**src/rtl/seg_scan_controller_if.sv**
```systemverilog
// Display-side bundle of the scan controller: control/data in, decoder nibble, anodes and status pulses out.
interface seg_scan_controller_if #(
  parameter int DIGITS = 4
);
  logic                  enable;
  logic                  load;
  logic [4*DIGITS-1:0]   bcd_in;
  logic [3:0]            bcd_out;
  logic [DIGITS-1:0]     an;
  logic                  frame_start;
  logic                  load_done;

  modport master (
    output enable, load, bcd_in,
    input  bcd_out, an, frame_start, load_done
  );

  modport slave (
    input  enable, load, bcd_in,
    output bcd_out, an, frame_start, load_done
  );
endinterface

```
**src/rtl/seg_scan_controller.sv**
```systemverilog
// Multiplexes one BCD-to-7-segment decoder across DIGITS common-anode digits, with blanking and frame-aligned double buffering.
// Optional macro LEADING_ZERO_BLANK_EN darkens leading zero digits (digit 0 always lights).
module seg_scan_controller #(
  parameter int DIGITS       = 4,
  parameter int REFRESH_DIV  = 1000,
  parameter int BLANK_CYCLES = 2
) (
  input  logic                 clk,
  input  logic                 reset,
  seg_scan_controller_if.slave bus
);

  localparam int CNT_MAX = (REFRESH_DIV > BLANK_CYCLES) ? REFRESH_DIV : BLANK_CYCLES;
  localparam int CW      = $clog2(CNT_MAX + 1);
  localparam int IW      = (DIGITS > 1) ? $clog2(DIGITS) : 1;

  localparam logic [CW-1:0] SHOW_LAST  = CW'(REFRESH_DIV - 1);
  localparam logic [CW-1:0] BLANK_LAST = CW'((BLANK_CYCLES > 0) ? BLANK_CYCLES - 1 : 0);
  localparam logic [IW-1:0] IDX_LAST   = IW'(DIGITS - 1);

  typedef enum logic [1:0] {
    IDLE  = 2'd0,
    BLANK = 2'd1,
    SHOW  = 2'd2
  } state_t;

  localparam state_t SLOT_FIRST = (BLANK_CYCLES > 0) ? BLANK : SHOW;

  state_t              state_q, state_d;
  logic [IW-1:0]       idx_q, idx_d;
  logic [CW-1:0]       cnt_q, cnt_d;
  logic [4*DIGITS-1:0] shadow_q, shadow_d;
  logic [4*DIGITS-1:0] staged_q, staged_d;
  logic                pending_q, pending_d;
  logic [DIGITS-1:0]   an_q, an_d;
  logic [3:0]          bcd_q, bcd_d;
  logic                fs_q, fs_d;
  logic                ld_q, ld_d;
  logic                wrap;
  logic                boundary;
  logic [DIGITS-1:0]   dark;
`ifdef LEADING_ZERO_BLANK_EN
  logic                upper_zero;
`endif

  always_ff @(posedge clk or posedge reset) begin
    if (reset) begin
      state_q   <= IDLE;
      idx_q     <= '0;
      cnt_q     <= '0;
      shadow_q  <= '0;
      staged_q  <= '0;
      pending_q <= 1'b0;
      an_q      <= '1;
      bcd_q     <= '0;
      fs_q      <= 1'b0;
      ld_q      <= 1'b0;
    end else begin
      state_q   <= state_d;
      idx_q     <= idx_d;
      cnt_q     <= cnt_d;
      shadow_q  <= shadow_d;
      staged_q  <= staged_d;
      pending_q <= pending_d;
      an_q      <= an_d;
      bcd_q     <= bcd_d;
      fs_q      <= fs_d;
      ld_q      <= ld_d;
    end
  end

  always_comb begin
    state_d   = state_q;
    idx_d     = idx_q;
    cnt_d     = cnt_q + CW'(1);
    shadow_d  = shadow_q;
    staged_d  = staged_q;
    pending_d = pending_q;
    fs_d      = 1'b0;
    ld_d      = 1'b0;
    wrap      = 1'b0;

    case (state_q)
      IDLE: begin
        idx_d = '0;
        cnt_d = '0;
        if (bus.enable) begin
          state_d = SLOT_FIRST;
          fs_d    = 1'b1;
        end
      end
      BLANK: begin
        if (!bus.enable) begin
          state_d = IDLE;
          idx_d   = '0;
          cnt_d   = '0;
        end else if (cnt_q == BLANK_LAST) begin
          state_d = SHOW;
          cnt_d   = '0;
        end
      end
      SHOW: begin
        if (!bus.enable) begin
          state_d = IDLE;
          idx_d   = '0;
          cnt_d   = '0;
        end else if (cnt_q == SHOW_LAST) begin
          state_d = SLOT_FIRST;
          cnt_d   = '0;
          if (idx_q == IDX_LAST) begin
            idx_d = '0;
            wrap  = 1'b1;
            fs_d  = 1'b1;
          end else begin
            idx_d = idx_q + IW'(1);
          end
        end
      end
      default: begin
        state_d = IDLE;
        idx_d   = '0;
        cnt_d   = '0;
      end
    endcase

    // Older staged value is committed before a same-cycle load re-arms pending.
    boundary = wrap || (state_q == IDLE);
    if (boundary && pending_q) begin
      shadow_d  = staged_q;
      pending_d = 1'b0;
      ld_d      = 1'b1;
    end
    if (bus.load) begin
      staged_d  = bus.bcd_in;
      pending_d = 1'b1;
    end
  end

  always_comb begin
    dark = '0;
`ifdef LEADING_ZERO_BLANK_EN
    upper_zero = 1'b1;
`endif
    for (int i = DIGITS - 1; i >= 0; i--) begin
      dark[i] = (shadow_d[4*i +: 4] > 4'd9);
`ifdef LEADING_ZERO_BLANK_EN
      upper_zero = upper_zero && (shadow_d[4*i +: 4] == 4'd0);
      if ((i > 0) && upper_zero) dark[i] = 1'b1;
`endif
    end
  end

  // Outputs are computed from next-state values so they register in step with the FSM.
  always_comb begin
    an_d  = '1;
    bcd_d = '0;
    if (state_d != IDLE) bcd_d = shadow_d[4*idx_d +: 4];
    if ((state_d == SHOW) && !dark[idx_d]) an_d[idx_d] = 1'b0;
  end

  assign bus.an          = an_q;
  assign bus.bcd_out     = bcd_q;
  assign bus.frame_start = fs_q;
  assign bus.load_done   = ld_q;

endmodule
```
**src/flat_wrapper.sv**
```systemverilog
// flat-port wrapper written by rule: the top's interface ports become plain ports
module seg_scan_controller_flat 
#(
  parameter int DIGITS       = 4,
  parameter int REFRESH_DIV  = 1000,
  parameter int BLANK_CYCLES = 2
)
  (clk, reset, bus_enable, bus_load, bus_bcd_in, bus_bcd_out, bus_an, bus_frame_start, bus_load_done);
  seg_scan_controller_if #(.DIGITS(DIGITS)) bus_i ();
  input  logic clk;
  input  logic reset;
  input wire logic [$bits(bus_i.enable)-1:0] bus_enable;
  input wire logic [$bits(bus_i.load)-1:0] bus_load;
  input wire logic [$bits(bus_i.bcd_in)-1:0] bus_bcd_in;
  output wire logic [$bits(bus_i.bcd_out)-1:0] bus_bcd_out;
  output wire logic [$bits(bus_i.an)-1:0] bus_an;
  output wire logic [$bits(bus_i.frame_start)-1:0] bus_frame_start;
  output wire logic [$bits(bus_i.load_done)-1:0] bus_load_done;
  assign bus_i.enable = bus_enable;
  assign bus_i.load = bus_load;
  assign bus_i.bcd_in = bus_bcd_in;
  assign bus_bcd_out = bus_i.bcd_out;
  assign bus_an = bus_i.an;
  assign bus_frame_start = bus_i.frame_start;
  assign bus_load_done = bus_i.load_done;
  seg_scan_controller #(.DIGITS(DIGITS), .REFRESH_DIV(REFRESH_DIV), .BLANK_CYCLES(BLANK_CYCLES)) u_core (.clk(clk), .reset(reset), .bus(bus_i));
endmodule
```
**config.mk**
```make
export PLATFORM = sky130hd
export DESIGN_NAME = seg_scan_controller_flat
export DESIGN_NICKNAME = d
export VERILOG_FILES = /design/src/rtl/seg_scan_controller_if.sv /design/src/rtl/seg_scan_controller.sv /design/src/flat_wrapper.sv
export SDC_FILE = /design/constraint.sdc
export NUM_CORES = 1
export LEC_CHECK = 0
export ABC_AREA = 1
export CORE_ASPECT_RATIO = 0.7
export CORE_MARGIN = 2
export CORE_UTILIZATION = 56
export CTS_CLUSTER_SIZE = 16
export DETAILED_ROUTE_END_ITERATION = 8
export PLACE_DENSITY = 0.76
export SETUP_SLACK_MARGIN = 0.05
export SLEW_MARGIN = 20
export SYNTH_ARGS = -nofsm -noshare
export SYNTH_HDL_FRONTEND = slang
export SYNTH_SLANG_ARGS = --single-unit
```
**constraint.sdc**
```tcl
create_clock -name clk -period 2.7 [get_ports clk]
set_input_delay 0.675 -clock clk [delete_from_list [all_inputs] [get_ports clk]]
set_output_delay 0.675 -clock clk [all_outputs]
set_load 0.03 [all_outputs]
```
### Word level (Yosys, flattened, before mapping)

Cells that the tools add are included.
W data, S select, Z words.

* add/subtract/negate cells: 2
* magnitude comparators: 6
* equal/unequal tests: 6
* shift operators: 1
* muxes and demuxes: 32
* bitwise gates (word level): 1
* reduce and logical (&&, ||, !) cells: 8

Operators by type and width (count)
* $mux W10: 4
* $pmux W10 S2: 1
* $mux W2: 9
* $gt A4 B4 Y1 const B: 4
* $mux W16: 1
* $shiftx A16 B5 Y4: 1
* $add A10 B1 Y10 const B: 1
* $eq A10 B1 Y1 const B: 1
* $eq A10 B10 Y1 const B: 1
* $mux W1: 10
* $mux W4: 2
* $eq A2 B2 Y1 const B: 3
* $pmux W2 S3: 1
* $not A4 Y4: 1
* $pmux W2 S2: 1
* $reduce_bool A2 Y1: 2
* $logic_and A1 B1 Y1: 3
* $lt A2 B3 Y1 const B: 1
* $add A2 B1 Y2 const B: 1
* $bmux W1 S2: 1
* $demux W1 S2: 1
* $eq A2 B1 Y1 const B: 1
* $ge A2 B1 Y1 const B: 1
* $logic_not A2 Y1: 1
* 3 further kinds: 3

* register bits: 57
* input bits: 20
* output and inout port bits: 10
* word-level logic and storage cells: 66

### Longest topological paths before layout

Gate-level depths: netlist of run 1.

* word-level depth: 14
* depth in mapped cells: 15

### Worst setup path before layout of run 1

Ideal clock, no wire load.

* kind: reg2reg
* start point: register u_core.state_q[0]
* end point: register u_core.an_q[0] (netlist: u_core.bus.an[0])
* library setup time: 0.066 ns
* arrival: 1.770 ns
* required time: 2.634 ns
* slack: 0.865 ns
* stages on the path, launching flop included: 16
* buffers on the path: 1
* period minus slack after synthesis: 1.835 ns
* path through: dfrtp_1 -> inv_1 -> ha_1 -> nand2_1 -> nor2_2 -> nand4_4 -> nand2_4 -> nand2_4 -> buf_6 -> nand2_2 -> nand2_1 -> nor2_1 -> nand2_1 -> nand2_1 -> nand2_1 -> nand4_1

* word-level cells in the longest chain between the ends: 11
* elaborated cells on any way between the ends: 30
* those cells by class: 6 x order compare; 3 x eq/ne; 14 x mux; 1 x bitwise; 6 x reduce/logical

Ends and longest elaborated chain
* start, declared: line seg_scan_controller.sv:29 `state_t state_q, state_d;`
* start signal, assigned: line seg_scan_controller.sv:59 `state_q <= state_d;`
* $eq A2 B2 Y1: line seg_scan_controller.sv:83 `case (state_q)`
* $mux W1: line seg_scan_controller.sv:83
* $logic_or A1 B1 Y1: line seg_scan_controller.sv:127 `boundary = wrap || (state_q == IDLE);`
* $logic_and A1 B1 Y1: line seg_scan_controller.sv:128 `if (boundary && pending_q) begin`
* $mux W16: line seg_scan_controller.sv:128
* $gt A4 B4 Y1: line seg_scan_controller.sv:145 `dark[i] = (shadow_d[4*i +: 4] > 4'd9);`
* $bmux W1 S2: line seg_scan_controller.sv:158 `if ((state_d == SHOW) && !dark[idx_d]) an_d[idx_d] = 1'b0;`
* $mux W1 (implied by the code): line seg_scan_controller.sv:158
* $logic_not A1 Y1: line seg_scan_controller.sv:158
* $logic_and A1 B1 Y1: line seg_scan_controller.sv:158
* $mux W4 (*): line seg_scan_controller.sv:158
* named net u_core.an_d[0]: line seg_scan_controller.sv:35 `logic [DIGITS-1:0] an_q, an_d;`
* end signal, assigned: line seg_scan_controller.sv:65 `an_q <= an_d;`
* end, declared: line seg_scan_controller.sv:35

The timed path passes the listed nets; every way through them passes the cells marked *. The select of a mux whose other input is x is not followed.
A chain may end at the register's enable or synchronous reset.

### Worst setup path in the final report of run 1

* start point: input port bus_enable
* end point: register u_core.an_q[1] (netlist: u_core.bus.an[1])

* word-level cells in the longest chain between the ends: 11
* elaborated cells on any way between the ends: 28
* those cells by class: 6 x order compare; 1 x eq/ne; 15 x mux; 1 x bitwise; 5 x reduce/logical

Ends and longest elaborated chain
* start, declared: line flat_wrapper.sv:12 `input wire logic [$bits(bus_i.enable)-1:0] bus_enable;`
* $mux W1: line seg_scan_controller.sv:103 `if (!bus.enable) begin`
* $mux W1: line seg_scan_controller.sv:83
* $logic_or A1 B1 Y1: line seg_scan_controller.sv:127
* $logic_and A1 B1 Y1: line seg_scan_controller.sv:128
* $mux W16: line seg_scan_controller.sv:128
* $gt A4 B4 Y1: line seg_scan_controller.sv:145
* $bmux W1 S2: line seg_scan_controller.sv:158
* $mux W1 (implied by the code): line seg_scan_controller.sv:158
* $logic_not A1 Y1: line seg_scan_controller.sv:158
* $logic_and A1 B1 Y1: line seg_scan_controller.sv:158
* $mux W4 (*): line seg_scan_controller.sv:158
* named net u_core.an_d[1]: line seg_scan_controller.sv:35

Marked as above.

==> results_dict.tcl, run 1 <==
set metrics [dict create \
    cts_hold_buffers 0 \
    ys_warn_count 0 \
    holdCritPathClass "reg2reg" \
    rsz0062_at_grt "false" \
    cts.clk_slew.worst_paths_ns 0.07 \
    synth_adder_area_share_pct 3.15 \
    clock_sinks 57 \
    cts_setup_buffers 0 \
    synth_top_family_by_area "simple AND/OR/NAND/NOR gates" \
    criticalPathCategory "in2reg" \
    max_freq_ghz 0.425 \
    cts_root_buf "clkbuf_8" \
    yosysTopAreaCell "dfrtp_1" \
    required_ns 2.95 \
    synth_nets 361 \
    synth_cell_type_count 30 \
    syn_area_per_cell_sq_um 8.31 \
    cts_tree "yes" \
    start_kind "input pin" \
    hold_viol_final 0 \
    cts_resized 0 \
    io_pins 30 \
    numPlacedInstances 428 \
    syn_inst 334 \
    cap_violations 0 \
    area_delta_synth_final_pct 22.8 \
    crit_path_end_kind "register" \
    max_slew_margin_pct 69.2 \
    die_h_um 62.9 \
    netlist_area_sq_um 2780 \
    grt_pass1_vias 2067 \
    numCtsBuffers 9 \
    synth_top_cell_area_share_pct 47.8 \
    antenna_found_initial 0 \
    clk_latency_ns 0.34 \
    grt_pass1_wl_mm 9.83 \
    worst_slew_pin_slew_ns 0.459 \
    synthSimpleGateAreaFrac_pct 24.9 \
    avgViaCountPerCell 4.92 \
    rows 21 \
    grt_usage_pct 23.6 \
    place_hpwl_mm 4.22 \
    synth_area_leaders "dfrtp_1, nand2_1, inv_1" \
    die-width_um 88.2 \
    fin_worst_skew_ns 0.00626 \
    ys_seq_area_share_pct 51.6 \
    layout.nets 397 \
    cts.path.max_buffers 2 \
    post_drt_wl_per_cell_um 12.6 \
    layoutNonFillerInstCount 444 \
    coreArea_sq_um 4780 \
    setup_viol 0 \
    dieArea_sq_um 5550 \
    final_cell_mix "nand2_1, inv_1, dfrtp_1, nor2_1, clkdlybuf4s50_1" \
    cp_max_fo 24 \
    start_util_pct 58.1 \
    fin_crit_sh_pct 87.1 \
    outcome "finished clean" \
    synth.area.mux_share_pct 0.811 \
    grt-ovfl-total 0 \
    n_fill_cell 385 \
    antenna_left 0 \
    period_needed_ns 2.35 \
    ys_ff_latch 57 \
    p_leak_nw 1.69 \
    drive_gt1_share_pct 12.5 \
    io_buffer_count 29 \
    drc 0 \
    routed_wl_mm 5.58 \
    slew_violations 0 \
    synth-xor-area-share_pct 0.946 \
    first_pass_iters 5 \
    grt_max_degree 58 \
    gp_congestion 0.889 \
    layout_commonest_cell "nand2_1" \
    vdd_ir_drop_max_uv 709 \
    cp.arrival_ns 2.60 \
    dr_total_vias 2186 \
    diodes 0 \
    r2r_slack_ns 0.50 \
    drt_iter0_markers 195 \
    h-tree-depth 3 \
    powerDensity_nw_per_um2 939 \
    fin_setup_tns_ns 0 \
    synth_compound_area_share_pct 8.34 \
]
==> power breakdown <==
| part | total [W] | switching, W | internal, W |
|---|---|---|---|
| Combinational | 0.000999 | 0.000657 | 0.000342 |
| Sequential | 0.00115 | 0.0000855 | 0.00106 |
| Clock | 0.00106 | 0.000352 | 0.000705 |
==> cell type report <==
class	count	area, sq um	share of cell area (%)
clock buffers	9	124	3.63
clock inverters	7	143	4.18
inverters	66	248	7.27
multi-input cells	205	1060	31.1
flip-flops and latches	57	1430	42.0
well taps	69	86.3	2.53
repair buffers	31	318	9.32
==> state kept, by name, indices dropped and copies added, names as in the netlist <==
| signal | flops |
|---|---|
| u_core.pending_q | 1 |
| u_core.bus.load_done | 1 |
| u_core.cnt_q | 10 |
| u_core.bus.an | 4 |
| u_core.idx_q | 2 |
| u_core.bus.bcd_out | 4 |
| u_core.shadow_q | 16 |
| u_core.staged_q | 16 |
| u_core.bus.frame_start | 1 |
| u_core.state_q | 2 |
==> logic make-up (layout without fill, tap and decap cells) <==
logic type	Yosys count	in the layout
simple gates	152	152
buf+inv	72	113
flops	57	57
compound gates	41	41
fa+ha+maj	7	7
xor+xnor	3	3
mux	2	2
==> path summary, 6_finish.rpt <==
path / start / end / cells past startpoint
max in group asynchronous: reset / u_core.bus.an[0] / 3
max: bus_enable / u_core.bus.an[1] / 12
max reg2reg: u_core.cnt_q[0] / u_core.bus.bcd_out[2] / 12
min: u_core.cnt_q[0] / u_core.cnt_q[0] / 1
min in group asynchronous: reset / u_core.cnt_q[4] / 3
min reg2reg: u_core.cnt_q[0] / u_core.cnt_q[0] / 1
==> per-layer routing <==
metal	part of all wire (%)	wire, um	GRT usage, %	vias up
met1	53	2940	36.0	1011
met4	0.84	47	5.30	0
met5	0	0	0	-
met2	41	2270	32.2	63
met3	5.8	325	8.45	6
li1	-	-	-	1106
==> worst max-delay path: stages <==
cell and delay (ns):
clkdlybuf4s50_1 0.53, inv_1 0.11, nor2_2 0.17, nand4_4 0.14
nand2_4 0.15, nand2_4 0.18, o21ai_1 0.28, nand2_1 0.08
nand2_1 0.06, nand2_1 0.06, nand2_2 0.09, nand4_1 0.08
==> Yosys cell counts (all sizes together) <==
master / n
nand2: 84
a31o: 1
a21oi: 8
ha: 7
dfrtp: 53
clkbuf: 4
mux2: 2
nand4: 6
a211oi: 1
xnor2: 2
nor2: 39
o21ai: 27
dfstp: 4
nor3: 2
xor2: 1
o21a: 2
nor3b: 2
o211ai: 1
buf: 2
o22ai: 1
inv: 66
nand3: 19
==> through the flow <==
stage | util, % | total power, W | instance area [sq um] | hold WS [ns] | setup slack [ns]
after detailed placement | 65.7 | 0.00215 | 3140 | 0.487 | 0.0145
after CTS | 71.3 | 0.00322 | 3410 | 0.500 | 0.357
after floorplan | - | 0.00188 | 2780 | 0.461 | 0.632
final | 71.3 | 0.00320 | 3410 | 0.502 | 0.348
after global placement | 65.7 | 0.00213 | 3140 | 0.481 | 0.102
after global routing | 71.3 | 0.00343 | 3410 | 0.531 | 0.106
No activity file was read; power rests on OpenSTA's default activity.
==> run 2, diff against run 1 <==
--- a/config.mk
+++ b/config.mk
@@ -6,11 +6,13 @@
 export NUM_CORES = 1
 export LEC_CHECK = 0
 export ABC_AREA = 1
+export CAP_MARGIN = 20
 export CORE_ASPECT_RATIO = 0.7
 export CORE_MARGIN = 2
 export CORE_UTILIZATION = 56
 export CTS_CLUSTER_SIZE = 16
 export DETAILED_ROUTE_END_ITERATION = 8
+export GPL_TIMING_DRIVEN = 0
 export PLACE_DENSITY = 0.76
 export SETUP_SLACK_MARGIN = 0.05
 export SLEW_MARGIN = 20
==> results_dict.tcl, run 2 (synthesized netlist as in run 1, its figures left out) <==
set metrics [dict create \
    clk_latency_ns 0.34 \
    layout_commonest_cell "nand2_1" \
    vdd_ir_drop_max_uv 470 \
    routed_wl_mm 5.68 \
    slew_violations 0 \
    layout.nets 401 \
    dr_total_vias 2183 \
    p_leak_nw 1.66 \
    cap_violations 0 \
    cts.clk_slew.worst_paths_ns 0.07 \
    h-tree-depth 3 \
    cts_resized 0 \
    cp.arrival_ns 2.60 \
    antenna_found_initial 0 \
    max_slew_margin_pct 54.2 \
    post-place-ws_ns 0.0203 \
    holdCritPathClass "reg2reg" \
    worst_slack_ns 0.336 \
    cts_root_buf "clkbuf_8" \
    grt_usage_pct 23.7 \
    start_util_pct 58.1 \
    drive_gt1_share_pct 12.4 \
    coreArea_sq_um 4780 \
    io_buffer_count 29 \
    reg_top3 "u_core.shadow_q x16, u_core.staged_q x16, u_core.cnt_q x10" \
    grt_pass1_wl_mm 9.72 \
    start_kind "input pin" \
    grt_max_degree 58 \
    cts.path.max_buffers 2 \
    fin_worst_skew_ns 0.00787 \
    rows 21 \
    fin_crit_sh_pct 87.6 \
    diodes 0 \
    crit_path_end_kind "register" \
    cp_max_fo 10 \
    antenna_left 0 \
    gp_congestion 0.847 \
    period_needed_ns 2.36 \
    area_delta_synth_final_pct 20.7 \
    die_h_um 62.9 \
    setup_viol 0 \
    clock_sinks 57 \
    rsz0062_at_grt "false" \
    fin_area_sq_um 3350 \
    final_cell_mix "nand2_1, inv_1, dfrtp_1, nor2_1, clkdlybuf4s50_1" \
    dpl-instance-area_sq_um 3160 \
    io_pins 30 \
    hold_viol_final 0 \
    required_ns 2.94 \
    cts_tree "yes" \
    drc 0 \
    powerDensity_nw_per_um2 884 \
    grt_pass1_vias 2010 \
    dieArea_sq_um 5550 \
    criticalPathCategory "in2reg" \
    post_drt_wl_per_cell_um 12.7 \
    final_util_pct 70.1 \
    max_freq_ghz 0.423 \
    avgViaCountPerCell 4.87 \
    place_hpwl_mm 4.17 \
    cts_setup_buffers 0 \
    r2r_slack_ns 0.48 \
    cts_hold_buffers 0 \
    numCtsBuffers 9 \
    first_pass_iters 4 \
    die-width_um 88.2 \
    drt_iter0_markers 160 \
    outcome "finished clean" \
    grt-ovfl-total 0 \
    worst_slew_pin_slew_ns 0.686 \
    fin_setup_tns_ns 0 \
]
==> run 2: cell count changes in the layout (fill, tap and decap cells not counted), moves of 2 or more <==
cell and change:
clkbuf_1 +4, bufinv_16 -3, buf_6 +2, clkinv_2 +2
==> run 2: worst max-delay path, stage by stage <==
cell and delay [ns]:
clkdlybuf4s50_1 0.52, inv_1 0.12, nor2_2 0.17, nand4_4 0.14, nand2_4 0.15, nand2_4 0.09
o21ai_1 0.29, nand2_1 0.11, nand2_1 0.08, nand2_1 0.06, nand2_2 0.08, nand4_1 0.11
==> run 2: through the flow <==
stage	hold WS, ns	instances	total power [W]
after CTS	0.505	448	0.00297
after detailed placement	0.496	432	0.00218
after global routing	0.529	448	0.00318
after floorplan	0.461	334	0.00188
final	0.502	448	0.00296
after global placement	0.484	432	0.00215
==> run 2: layout make-up <==
type | instances | area, sq um
plain buffers | 6 | 37.5
clock buffers | 9 | 124
clock inverters | 7 | 71.3
fillers | 393 | 1430
inverters | 66 | 250
multi-input cells | 205 | 1060
flip-flops and latches | 57 | 1430
well taps | 69 | 86.3
repair buffers | 29 | 290
==> run 2: final timing paths <==
path / cells after the start / end / startpoint
setup / recovery: 12 / u_core.bus.an[3] / bus_enable
hold / removal: 1 / u_core.cnt_q[0] / u_core.cnt_q[0]
setup reg to reg: 13 / u_core.bus.an[3] / u_core.state_q[0]
hold reg to reg: 1 / u_core.cnt_q[0] / u_core.cnt_q[0]
max in group asynchronous: 2 / u_core.shadow_q[14] / reset
min in group asynchronous: 2 / u_core.cnt_q[9] / reset
==> run 2: power by group <==
group	total [W]	internal [W]	switching, W
Sequential	0.00114	0.00106	0.0000775
Clock	0.000783	0.000423	0.000360
Combinational	0.00104	0.000368	0.000672
Total	0.00296	0.00185	0.00111
==> run 2: routing by layer <==
layer	wire [um]	global-route usage, %
met2	2380	30.8
met3	325	6.87
met1	2920	36.9
met4	46	9.09
met5	0	0
==> RTL edit 1 (config.mk and constraints of run 2) <==
Make the reset (`reset`) synchronous in one clocked block.
--- a/src/rtl/seg_scan_controller.sv
+++ b/src/rtl/seg_scan_controller.sv
@@ -43,7 +43,7 @@
   logic                upper_zero;
 `endif
 
-  always_ff @(posedge clk or posedge reset) begin
+  always_ff @(posedge clk) begin
     if (reset) begin
       state_q   <= IDLE;
       idx_q     <= '0;
Check against the original RTL: differs if reset is asserted again (counterexample within 4 cycles, from zero or initial values and one cycle with reset high); with reset held inactive, the same outputs for 10 cycles.
==> RTL edit 1 against run 2 <==
- sequential cell count did not move
- area after synthesis fell by 7.5%
- setup slack improved by 0.00075 ns
- routed wire length fell by 5.4%
- worst hold slack got worse by 0.037 ns
- final cell count did not move
- clock skew barely moved
- final area fell by 4.8%
- sequential share of layout area fell by 7.0 points
- highest routed layer unchanged
Power is not compared: it rests on default switching activity, and its combinational part moved more than twofold at a synthesized area within 25%.
==> RTL edit 1: results (changes against run 2) <==
metric,value,unit,change
outcome,"complete, no violations",,
ys_seq_area_share,44.4,%,-7.1 points
power_leakage,0.00140,uW,
grt_overflow,0,,unchanged
dpl.cell_count,432,,unchanged
dp_hpwl,4.08,mm,-2.2%
hold_path.class,flop to flop,,
worstPathArrival,2.57,ns,-0.03 ns
avgSynthCellArea,7.38,sq um,-11%
slowest_stage,clkdlybuf4s50_1,,
ff2ff_setup_slack,0.51,ns,+0.03 ns
synth-warning-count,0,,unchanged
grt_usage,22.8,%,-0.84 points
port_buffers,29,,unchanged
synth_nets,375,,+3.9%
grt_antenna_before_repair,0,,unchanged
async_flop_share,0,%,-100 points
min_path_cells,2,,+1
numCtsBuffers,9,,unchanged
fin_nets,415,,+3.5%
nFillCells,353,,-10%
post_cts_buffers,0,,unchanged
cts_root_buf,clkbuf_8,,
setup_viol,0,,unchanged
hold_start,u_core.staged_q[7],,
synthTopCellsByArea,"dfxtp_1 44%, nand2_1 13%, nor2_1 6.3%",,
drive_gt1_share,10.4,%,-2.0 points
grt_max_degree,11,,-81%
htreeDepth,3,,unchanged
fin_cells,448,,unchanged
reg_top3,"u_core.shadow_q: 16 flops, u_core.staged_q: 16 flops, u_core.cnt_q: 10 flops",,
r2r_cells,14,,+1
dp_slack,0.0236,ns,+0.00335 ns
grt_pass1_wl,8.85,mm,-9.0%
regToRegEndpoint,u_core.bus.an[3],,
r2r-start,u_core.state_q[0],,
viasPerCell,5.05,,+3.6%
finClkSkew,0.00806,ns,+0.000193 ns
relSlewSlack,50.3,%,-4.0 points
first_iter_violations,127,,-21%
clk_latency,0.33,ns,
yosysUniqueCellTypes,37,,+23%
firstDrtPassIters,5,,+1
synth_commonest_cells,"87 x nand2_1, 57 x dfxtp_1, 43 x nor2_1",,
cp_max_fo,10,,unchanged
finalWirelength,5.37,mm,-5.4%
worst_hold_path.endpoint,u_core.staged_q[7],,
drc_errors,0,,unchanged
grt_pass1_vias,1887,,-6.1%
max_stage_delay,0.58,ns,+0.06 ns
place.gp.congestion,0.876,,+3.4%
diodes,0,,unchanged
[RTL edit 1: how the worst max path moves through the flow]
stage	from	to	slack, ns	cells past startpoint
finish	bus_enable	u_core.bus.an[3]	0.34	13
global route	bus_enable	u_core.bus.an[3]	0.23	13
CTS	bus_enable	u_core.bus.an[3]	0.36	13
detailed placement	bus_enable	u_core.bus.an[3]	0.02	13
global placement	bus_enable	u_core.bus.an[3]	0.08	13
floorplan	bus_enable	u_core.bus.an[0]	0.88	12
[RTL edit 1: critical path: cells and delay by family]
| kind | cells | cell delay, ns |
|---|---|---|
| simple gates | 9 | 0.80 |
| compound gates | 1 | 0.28 |
| buf+inv | 3 | 0.80 |
[RTL edit 1: layout make-up]
cell class,instances,share of cell area [%]
buffer,12,2.39
clock buffer,12,5.18
multi-input combinational,237,37.4
timing repair buffer,29,9.10
tap,55,2.16
clock inverter,4,3.06
inverter,42,4.94
sequential,57,35.8
[RTL edit 1: logic make-up (layout without fill, tap and decap cells)]
group | Yosys count | in the layout | synth area share (%)
flip-flops | 57 | 57 | 44.4
adder cells (fa/ha/maj) | 7 | 7 | 3.41
buffers and inverters | 54 | 99 | 9.11
AO/OA/AOI/OAI | 45 | 45 | 9.84
XOR/XNOR | 4 | 4 | 1.36
AND/OR/NAND/NOR | 181 | 181 | 31.9
[RTL edit 1: per-stage QoR]
step                cell area [sq um]  power, uW  hold slack [ns]
floorplan                        2570       1070            0.436
global placement                 2930       1140            0.449
detailed placement               2930       1150            0.453
CTS                              3190       2170            0.465
global route                     3190       2230            0.480
finish                           3190       2150            0.465
[RTL edit 1: per-layer routing]
layer / wire [um] / GRT usage [%] / up-vias
met4: 71 / 8.16 / 0
li1: - / - / 1186
met3: 331 / 6.94 / 9
met1: 2880 / 34.4 / 998
met2: 2090 / 30.7 / 69
met5: 0 / 0 / -
[RTL edit 1: power breakdown]
group	switching [uW]	internal [uW]	leakage [uW]
Sequential	16.0	879	0.000466
Clock	332	689	0.000129
Combinational	139	97.8	0.000809
Total	487	1670	0.00140
==> RTL edit 2 (flow settings as in run 2) <==
Without the edit above. Build with the macro `LEADING_ZERO_BLANK_EN` defined.
--- a/src/rtl/seg_scan_controller.sv
+++ b/src/rtl/seg_scan_controller.sv
@@ -1,5 +1,7 @@
 // Multiplexes one BCD-to-7-segment decoder across DIGITS common-anode digits, with blanking and frame-aligned double buffering.
 // Optional macro LEADING_ZERO_BLANK_EN darkens leading zero digits (digit 0 always lights).
+`define LEADING_ZERO_BLANK_EN
+
 module seg_scan_controller #(
   parameter int DIGITS       = 4,
   parameter int REFRESH_DIV  = 1000,
Function: no difference found for any inputs over 10 cycles, from zero or initial values and one cycle with reset high; that may be too few to reach the edited logic, so the function may still have changed.
==> RTL edit 2 against run 2 <==
- register-to-register slack got worse by 0.07 ns
- setup slack better by 0.010 ns
- utilization rose by 0.98 points
- final area rose by 4.2%
- area after synthesis rose by 5.4%
- power increased by 8.7%
- sequential cell count is the same
- routed wire length is 4.6% higher
- clock skew fell by 0.0012 ns
- critical path type unchanged
- largest cell class unchanged
==> RTL edit 2: results (changes against run 2) <==
metric,value,unit,change
dp_slack,0.0392,ns,+0.0189 ns
synth_commonest_cells,"80 x nand2_1, 58 x inv_1, 53 x dfrtp_1",,
post_cts_buffers,0,,unchanged
dpl.cell_count,443,,+2.5%
place.gp.congestion,0.953,,+12%
slowest_stage,clkdlybuf4s50_1,,
drc_errors,0,,unchanged
grt_antenna_before_repair,0,,unchanged
synth-warning-count,0,,unchanged
firstDrtPassIters,4,,unchanged
numCtsBuffers,9,,unchanged
synth_ff_type,dfrtp_1,,
cts_root_buf,clkbuf_8,,
p_sw,1240,uW,+12%
avgSynthCellArea,8.45,sq um,+1.7%
finClkSkew,0.00669,ns,-0.00118 ns
port_buffers,28,,-3.4%
diodes,0,,unchanged
critical_path.top_delay_family,simple AND/OR/NAND/NOR gates,,
fin_ws,0.346,ns,+0.0100 ns
outcome,"complete, no violations",,
max_stage_delay,0.54,ns,+0.02 ns
clk_pin_slew,0.06,ns,
wire_per_inst,12.9,um,+2.1%
finalWirelength,5.94,mm,+4.6%
fin_nets,412,,+2.7%
synthTopCellsByArea,"dfrtp_1 45%, nand2_1 10%, inv_1 7.4%",,
hold_path.class,flop to flop,,
dp_hpwl,4.39,mm,+5.2%
first_iter_violations,160,,unchanged
num_vias,2322,,+6.4%
synth_nets,373,,+3.3%
grt_pass1_wl,10.5,mm,+7.9%
async_flop_share,100,%,unchanged
clockBufferDepth,2,,unchanged
whs,0.502,ns,+0.000148 ns
relSlewSlack,54.8,%,+0.53 points
htreeDepth,3,,unchanged
worstPathArrival,2.63,ns,+0.03 ns
yosysUniqueCellTypes,34,,+13%
power_leakage,0.00167,uW,+0.72%
drive_gt1_share,15.9,%,+3.5 points
grt_usage,23.5,%,-0.13 points
post_cts_resized,0,,unchanged
cp_max_fo,10,,unchanged
ir_worst_vdd,0.403,mV,-14%
nFillCells,397,,+1.0%
ys_seq_area_share,48.9,%,-2.6 points
clk_latency,0.34,ns,about the same
reg_top3,"u_core.shadow_q: 16 flops, u_core.staged_q: 16 flops, u_core.cnt_q: 10 flops",,
grt_max_degree,58,,unchanged
ff2ff_setup_slack,0.41,ns,-0.07 ns
-- RTL edit 2: kinds of logic after synthesis --
group / synth area share [%]
muxes: 1.92
and+or+nand+nor: 28.0
DFF: 48.9
AOI/OAI and AO/OA: 8.04
xor gates and xnor gates: 0.299
buffers and inverters: 9.79
adders and majority gates: 2.99
-- RTL edit 2: tightest hold or removal path, stage by stage, from the launching register on --
cell	delay (ns)
dfrtp_1	0.34
nand2_1	0.06
nand2_1	0.07
-- RTL edit 2: cell type report --
cell class / instances / area [sq um] / area share, %
Sequential cell: 57 / 1430 / 41.0
Multi-Input combinational cell: 220 / 1210 / 34.6
Clock buffer: 11 / 141 / 4.05
Clock inverter: 5 / 55.1 / 1.58
Buffer: 8 / 57.6 / 1.65
Timing Repair Buffer: 28 / 280 / 8.03
Tap cell: 69 / 86.3 / 2.47
Inverter: 61 / 231 / 6.63
-- RTL edit 2: worst paths after layout --
path,cells after the start,end,startpoint
worst min-delay path,2,u_core.shadow_q[13],u_core.shadow_q[13]
worst max-delay path,14,u_core.bus.an[0],bus_enable
worst min register to register,2,u_core.shadow_q[13],u_core.shadow_q[13]
min in group asynchronous,2,u_core.staged_q[9],reset
max in group asynchronous,2,u_core.cnt_q[6],reset
worst max register to register,16,u_core.bus.an[0],u_core.state_q[0]
-- RTL edit 2: metrics by stage --
| step | setup TNS (ns) | power (uW) | instance area, sq um | util [%] |
|---|---|---|---|---|
| after floorplan | 0 | 2100 | 2930 | - |
| after global placement | -20.36 | 2390 | 3290 | 67.0 |
| after detailed placement | 0 | 2440 | 3290 | 67.0 |
| after CTS | 0 | 3240 | 3490 | 71.0 |
| after global routing | 0 | 3460 | 3490 | 71.0 |
| final | 0 | 3220 | 3490 | 71.0 |
-- RTL edit 2: metal layers --
layer,share of wire [%],wire length [um],global-route usage [%],vias to the layer above
li1,-,-,-,1170
met1,51,3050,32.9,1079
met2,41,2430,34.1,66
met3,5.8,345,6.51,7
met4,1.8,109,11.7,0
met5,0,0,0,-
-- RTL edit 2: power by group through the flow --
stage	clock, uW	sequential (uW)	combinational, uW
2_1_floorplan	0	1230	868
3_3_place_gp	0	1150	1240
3_5_place_dp	0	1160	1280
4_1_cts	806	1140	1290
5_1_grt	849	1160	1450
6_report	788	1140	1290
